**src/rtl/fd_pipe_reg.sv**
```systemverilog
// ---------------------------------------------------------------------------
// fd_pipe_reg
//
// Fetch/decode pipeline register. It captures the instruction fetched in the
// F stage into the D stage. It also checks the fetch address for alignment
// and range, and marks illegal fetches with an AdEL exception code. It
// supports hazard stalls, delay-slot kills (bubbles) and redirection to the
// exception handler. A consecutive-stall counter raises Hang when the
// pipeline has been frozen for too long.
//
// Parameters
//   PC_RESET   : PC held in D after reset
//   EXC_ENTRY  : handler PC loaded when an exception/interrupt is taken
//   IM_LO/IM_HI: inclusive legal fetch address window
//   HANG_LIMIT : consecutive stall cycles that raise Hang
//
// Ports
//   CLK, RESET         : clock, synchronous active-high reset
//   F_PC, F_Instr, F_BD: fetched PC, instruction word, delay-slot flag
//   Stall, Flush, Req  : hold D, bubble D, redirect D to handler
//   D_PC, D_Instr, D_ExcCode, D_BD, D_Valid : registered D-stage contents
//   StallCnt, Hang     : registered stall counter and hang indicator
// ---------------------------------------------------------------------------
module fd_pipe_reg #(
   parameter logic [31:0] PC_RESET   = 32'h0000_3000,
   parameter logic [31:0] EXC_ENTRY  = 32'h0000_4180,
   parameter logic [31:0] IM_LO      = 32'h0000_3000,
   parameter logic [31:0] IM_HI      = 32'h0000_6FFC,
   parameter logic [15:0] HANG_LIMIT = 16'd1000
) (
   input  logic        CLK,
   input  logic        RESET,
   input  logic [31:0] F_PC,
   input  logic [31:0] F_Instr,
   input  logic        F_BD,
   input  logic        Stall,
   input  logic        Flush,
   input  logic        Req,
   output logic [31:0] D_PC,
   output logic [31:0] D_Instr,
   output logic [4:0]  D_ExcCode,
   output logic        D_BD,
   output logic        D_Valid,
   output logic [15:0] StallCnt,
   output logic        Hang
);

   localparam logic [4:0] EXC_ADEL = 5'd4;

   // The declaration initialisers give the simulator the reset values before
   // the first RESET pulse arrives.
   logic [31:0] d_pc_q       = PC_RESET;
   logic [31:0] d_instr_q    = 32'h0000_0000;
   logic [4:0]  d_exc_code_q = 5'd0;
   logic        d_bd_q       = 1'b0;
   logic        d_valid_q    = 1'b0;
   logic [15:0] stall_cnt_q  = 16'd0;
   logic        hang_q       = 1'b0;

   logic [31:0] d_pc_d;
   logic [31:0] d_instr_d;
   logic [4:0]  d_exc_code_d;
   logic        d_bd_d;
   logic        d_valid_d;
   logic [15:0] stall_cnt_d;
   logic        hang_d;
   logic        fetch_illegal;

   // A fetch is illegal if the address is misaligned or lies outside the
   // instruction memory window. The window bounds are inclusive.
   always_comb begin
      fetch_illegal = (F_PC[1:0] != 2'b00) || (F_PC < IM_LO) || (F_PC > IM_HI);
   end

   // Next-state logic for the D-stage contents. Req has priority over Stall
   // and Flush. Stall has priority over Flush: the hazard logic re-asserts the
   // kill after the stall clears. A bubble always carries a zero (NOP)
   // instruction word.
   always_comb begin
      d_pc_d       = d_pc_q;
      d_instr_d    = d_instr_q;
      d_exc_code_d = d_exc_code_q;
      d_bd_d       = d_bd_q;
      d_valid_d    = d_valid_q;
      if (Req) begin
         d_pc_d       = EXC_ENTRY;
         d_instr_d    = 32'h0000_0000;
         d_exc_code_d = 5'd0;
         d_bd_d       = 1'b0;
         d_valid_d    = 1'b0;
      end else if (Stall) begin
         d_pc_d       = d_pc_q;
      end else if (Flush) begin
         // The bubble keeps the fetched PC so that EPC tracing still works.
         d_pc_d       = F_PC;
         d_instr_d    = 32'h0000_0000;
         d_exc_code_d = 5'd0;
         d_bd_d       = 1'b0;
         d_valid_d    = 1'b0;
      end else begin
         d_pc_d       = F_PC;
         d_bd_d       = F_BD;
         d_valid_d    = 1'b1;
         if (fetch_illegal) begin
            d_instr_d    = 32'h0000_0000;
            d_exc_code_d = EXC_ADEL;
         end else begin
            d_instr_d    = F_Instr;
            d_exc_code_d = 5'd0;
         end
      end
   end

   // Stall counter. It counts consecutive effective stalls. A Req cancels the
   // stall, so it clears the counter. The counter saturates at its maximum
   // value instead of wrapping. Hang follows the next count value, so it is
   // set on the edge where the limit is reached. It stays set until the
   // counter clears.
   always_comb begin
      stall_cnt_d = 16'd0;
      if (Stall && !Req) begin
         if (stall_cnt_q == 16'hFFFF) begin
            stall_cnt_d = stall_cnt_q;
         end else begin
            stall_cnt_d = stall_cnt_q + 16'd1;
         end
      end
      hang_d = (stall_cnt_d >= HANG_LIMIT);
   end

   // State registers. RESET is synchronous and overrides every other control.
   always_ff @(posedge CLK) begin
      if (RESET) begin
         d_pc_q       <= PC_RESET;
         d_instr_q    <= 32'h0000_0000;
         d_exc_code_q <= 5'd0;
         d_bd_q       <= 1'b0;
         d_valid_q    <= 1'b0;
         stall_cnt_q  <= 16'd0;
         hang_q       <= 1'b0;
      end else begin
         d_pc_q       <= d_pc_d;
         d_instr_q    <= d_instr_d;
         d_exc_code_q <= d_exc_code_d;
         d_bd_q       <= d_bd_d;
         d_valid_q    <= d_valid_d;
         stall_cnt_q  <= stall_cnt_d;
         hang_q       <= hang_d;
      end
   end

   // Outputs come straight from flops, so there is no combinational path
   // from any input to any output.
   assign D_PC      = d_pc_q;
   assign D_Instr   = d_instr_q;
   assign D_ExcCode = d_exc_code_q;
   assign D_BD      = d_bd_q;
   assign D_Valid   = d_valid_q;
   assign StallCnt  = stall_cnt_q;
   assign Hang      = hang_q;

endmodule

```
**config.mk**
```make
export PLATFORM = sky130hd
export DESIGN_NAME = fd_pipe_reg
export DESIGN_NICKNAME = d
export VERILOG_FILES = /design/src/rtl/fd_pipe_reg.sv
export SDC_FILE = /design/constraint.sdc
export NUM_CORES = 1
export LEC_CHECK = 0
export CELL_PAD_IN_SITES_DETAIL_PLACEMENT = 0
export CELL_PAD_IN_SITES_GLOBAL_PLACEMENT = 1
export CORE_MARGIN = 2
export CORE_UTILIZATION = 27
export DETAILED_ROUTE_END_ITERATION = 7
export HOLD_SLACK_MARGIN = 0.06
export PLACE_DENSITY_LB_ADDON = 0.12
export SYNTH_ARGS = -nofsm -noshare
export SYNTH_HDL_FRONTEND = slang
export SYNTH_SLANG_ARGS = --single-unit
```
**constraint.sdc**
```tcl
create_clock -name CLK -period 1.95 [get_ports CLK]
set_input_delay 0.2925 -clock CLK [delete_from_list [all_inputs] [get_ports CLK]]
set_output_delay 0.2925 -clock CLK [all_outputs]
set_load 0.01 [all_outputs]
```
# == Word-level counts from Yosys, hierarchy flattened ==
# Index checks and enable logic that the tools add are counted.
# word_totals
ff_bits,88
inputBits,70
output_inout_bits,88
elab_cells,30
# op_classes
add_sub_neg,1
magnitude_cmp,3
eq_ne,2
muxes,10
reduce_logical,6
# op_table
operator,n
2-to-1 mux 32 bit,2
"greater-than comparator 32 x 15 -> 1 bit, second input constant",1
"less-than comparator 32 x 14 -> 1 bit, second input constant",1
2-to-1 mux 16 bit,2
2-to-1 mux 15 bit,2
"adder 16 x 1 -> 16 bit, second input constant",1
"== test 16 bit, second input constant",1
">= comparator 16 x 10 -> 1 bit, second input constant",1
2-to-1 mux 3 bit,2
logical OR 1 bit,2
2-to-1 mux 1 bit,2
"inequality test 2 x 1 -> 1 bit, second input constant",1
nonzero test 2 bit,1
OR reduction 2 bit,1
logical AND 1 bit,1
zero test 1 bit,1

# == Depth between registers and ports, before layout ==
# logic_depth
depth_word,5
depth_mapped,7
mapped_depth_nobuf,7

# == Least setup slack after synthesis ==
# Ideal clock, no wire load.
# synth_path
path_kind,flip-flop to flip-flop
from,"reg stall_cnt_q[0], in the netlist StallCnt[0]"
to,"reg hang_q, in the netlist Hang"
setup_time_ps,84
t_arrival_ps,2001
t_required_ps,1866
setup_slack_ps,-135
stages_incl_launch_ff,7
path_buffers,1
synth_period_minus_slack_ps,2085
path_cell_list,dfxtp_1 > ha_1 > nand3_2 > or4_4 > buf_6 > a211o_1 > o31ai_2
# synth_between
elab_chain_cells,4
elab_cells_between_ends,5
classes_between,add/sub: 1; order compare: 1; eq/ne: 1; mux: 2
# synth_rtl
element,line,text
"start, declared",57,logic [15:0] stall_cnt_q = 16'd0;
"start signal, assigned",147,stall_cnt_q <= stall_cnt_d;
adder 16 x 1 -> 16 bit or == test 16 bit (tied branches),"125, 122",
2-to-1 mux 16 bit (*),122,if (stall_cnt_q == 16'hFFFF) begin
2-to-1 mux 16 bit (*),121,if (Stall && !Req) begin
>= comparator 16 x 10 -> 1 bit (*),128,hang_d = (stall_cnt_d >= HANG_LIMIT);
"end signal, assigned",148,hang_q <= hang_d;
"end, declared",58,logic hang_q = 1'b0;
# Every way passes the cells marked *; elsewhere a longest branch is shown, timed or not.
# A chain may end at the register's enable or synchronous reset.

# == Worst setup path after layout ==
# layout_path
from,"reg stall_cnt_q[12], in the netlist StallCnt[12]"
to,"reg hang_q, in the netlist Hang"
# Same word-level chain as after synthesis.

==> flow_metrics.env <==
export IMPL_status="complete, no violations"
export IMPL_die_width_um=113.7
export IMPL_rrSetupSlack_ns=0.03
export IMPL_synth_edff_count=0
export IMPL_drv_cap=0
export IMPL_synthDistinctLibCells=43
export IMPL_max_freq_ghz=0.5211
export IMPL_async_flop_share_pct=0
export IMPL_final_seq_area_mm2=0.001687
export IMPL_core_mm2=0.01186
export IMPL_syn_area_per_cell_um2=10.15
export IMPL_antenna_found_initial=0
export IMPL_synth_top_area_cell="dfxtp_1"
export IMPL_hpwl_mm=6.967
export IMPL_vias=3040
export IMPL_fill_cells=1161
export IMPL_fp_dieArea_mm2=0.01292
export IMPL_slew_violations=0
export IMPL_ys_seq_area_share_pct=51.77
export IMPL_yosys_area_top_type_share_pct=51.77
export IMPL_relSlewSlack_pct=61.61
export IMPL_cp_end_kind="flop"
export IMPL_worst_slew_pin_slew_ns=0.5758
export IMPL_grt_pass1_vias=2931
export IMPL_hold_violations=0
export IMPL_holdWs_ns=0.3627
export IMPL_yosysWarningCount=0
export IMPL_fin_crit_sh_pct=98.41
export IMPL_first_pass_iters=4
export IMPL_drt_iter0_drc=61
export IMPL_final_setup_tns_ns=0
export IMPL_irDropWorstVdd_uv=289.6
export IMPL_worstHoldPathType="in2reg"
export IMPL_rows=40
export IMPL_fin_crit_ns=1.919
export IMPL_clk_latency_ns=0.34
export IMPL_layout_nets=568
export IMPL_synthTopCellsByArea="dfxtp_1, mux2i_1, a22o_1"
export IMPL_cts_buffer_depth=2
export IMPL_grt_max_degree=33
export IMPL_path_clk_slew_ns=0.06
export IMPL_startpoint="StallCnt[12]$_SDFF_PP0_"
export IMPL_grt_use_total_pct=14.99
export IMPL_start_kind="flop"
export IMPL_worstPathArrival_ns=2.16
export IMPL_setup_viol=0
export IMPL_cts_sinks=84
export IMPL_multi_input_area_mm2=0.001489
export IMPL_area_growth_synth_to_final_pct=68.03
export IMPL_route_detailed_drc=0
export IMPL_antenna_cells=0
export IMPL_vias_per_cell=4.684
export IMPL_critical_path_class="reg2reg"
export IMPL_grt_first_pass_wirelength_mm=15.01
export IMPL_rsz0062_at_grt="true"
export IMPL_hp_start="Stall"
export IMPL_overflow=0
export IMPL_power_mw=3.787
export IMPL_clockRootBuffer="clkbuf_16"
export IMPL_leakage_nw=2.091
export IMPL_tritoncts="built"
export IMPL_drt_antenna_violating_nets=0
export IMPL_cp_required_ns=2.19
export IMPL_rr_startpoint="StallCnt[12]$_SDFF_PP0_"
export IMPL_reg2reg_to="Hang$_SDFF_PP0_"
export IMPL_synth_seq_cells=84
export IMPL_synth_ff_type="dfxtp_1"
export IMPL_hold_depth=4
export IMPL_skew_ns=0.004998
export IMPL_port_buffers=153
export IMPL_netlist_area_mm2=0.003248
export IMPL_drt_wl_total_mm=9.546
export IMPL_numCtsBuffers=9
export IMPL_hold_end="D_ExcCode[2]$_SDFFE_PP0N_"
export IMPL_initial_core_util_pct=27.38
export IMPL_path_max_fanout=4
export IMPL_final_layout_size_suffix_gt1_share_pct=12.75
export IMPL_powerDensity_mw_per_mm2=694.0
export IMPL_reg2reg_depth=6
export IMPL_htreeDepth=3
export IMPL_pin_count=158
export IMPL_hold_buffers=0
export IMPL_place_congestion=0.7936
export IMPL_post_drt_wl_per_cell_um=14.71
export IMPL_synth_cells=320
export IMPL_die_height_um=113.7
## metrics by stage
stage / worst slack, ns / instance area [um^2] / cells / util (%)
2_1_floorplan: 0.01805 / 3274 / 323 / -
3_3_place_gp: -0.05566 / 5127 / 632 / 43.23
3_5_place_dp: -0.05807 / 5127 / 632 / 43.23
4_1_cts: 0.004196 / 5431 / 649 / 45.79
5_1_grt: -0.06137 / 5458 / 649 / 46.01
6_report: 0.03096 / 5458 / 649 / 46.01
## cell type report
cell class	instances	share of cell area (%)
Clock buffer	11	4.631
Clock inverter	5	0.7795
Inverter	1	0.06878
Multi-Input combinational cell	215	27.28
Sequential cell	84	30.90
Tap cell	147	3.370
Timing Repair Buffer	186	32.97
## kinds of logic (layout without fill, tap and decap cells)
kind of cell / Yosys count / after routing / share of synthesized area, %
simple gates: 107 / 107 / 16.14
flops: 84 / 84 / 51.77
compound gates: 62 / 62 / 15.22
mux: 33 / 33 / 10.17
buf+inv: 24 / 203 / 4.044
xor+xnor: 8 / 8 / 2.157
fa+ha+maj: 1 / 1 / 0.3851
other cells: 1 / 4 / 0.1155
## layer usage
| layer | vias to the layer above | share of wire, % | GRT usage [%] |
|---|---|---|---|
| li1 | 1506 | - | - |
| met4 | 0 | 2.2 | 7.724 |
| met2 | 99 | 47 | 23.23 |
| met5 | - | 0 | 0 |
| met1 | 1420 | 46 | 19.66 |
| met3 | 15 | 4.7 | 3.294 |
## power by group
group / leakage (nW) / internal [mW] / switching, mW
Combinational: 1.27 / 0.223 / 0.129
Clock: 0.143 / 0.946 / 0.730
Sequential: 0.683 / 1.74 / 0.0146
Total: 2.09 / 2.91 / 0.874
## repair_timing
action	in CTS	in global routing
buffers inserted	1	0
gates resized for setup	1	4
pin swaps	3	1
setup endpoints to repair	1	1
## synth_stat cells, types with 2 or more instances
library cell	count
a21oi_1	4
xor2_1	5
a211oi_1	5
nor2b_1	3
and2_1	2
o211ai_1	2
nor4_1	5
a31oi_1	3
buf_1	4
nor2_1	52
nand3_1	9
and3_1	4
mux2i_1	33
and4_1	2
nor3_1	6
dfxtp_1	84
a211o_1	2
a22o_1	32
nand2_1	10
o21ai_0	6
buf_6	3
nand4_1	5
o21bai_1	2
buf_4	5
and3b_1	2
clkbuf_1	11
xnor2_1	3
## critical path, stage by stage (launching register included)
cell and delay, ns:
dfxtp_1 0.33, nand4_1 0.16, or4_4 0.60, o211ai_2 0.09, nand3_1 0.09, a211o_1 0.29
o31ai_4 0.27
## registers in the layout (all words and copies together), names as in the netlist
| register | cells |
|---|---|
| D_Valid | 1 |
| D_BD | 1 |
| Hang | 1 |
| D_ExcCode | 1 |
| D_Instr | 32 |
| D_PC | 32 |
| StallCnt | 16 |
## cells in the final DEF (no fill, tap or decap), drive strengths merged, types with 4 or more instances in the layout
master	instances
a21oi	4
nand2	10
xor2	5
clkdlybuf4s50	152
nor4	5
o21ai	6
nand4	6
nand3	10
clkbuf	11
conb	4
a211oi	6
buf	34
nor2	52
mux2i	33
dfxtp	84
nor3	6
and3	4
a22o	32
## how the worst max path moves through the flow
stage | end | slack (ns) | cells past startpoint
global placement | D_Instr[28]$_SDFFE_PP0N_ | -0.06 | 6
finish | Hang$_SDFF_PP0_ | 0.03 | 6
CTS | Hang$_SDFF_PP0_ | 0.004 | 6
global route | Hang$_SDFF_PP0_ | -0.06 | 7
detailed placement | D_Instr[24]$_SDFFE_PP0N_ | -0.06 | 6
floorplan | Hang$_SDFF_PP0_ | 0.02 | 6
(Power assumes the default switching activity.)
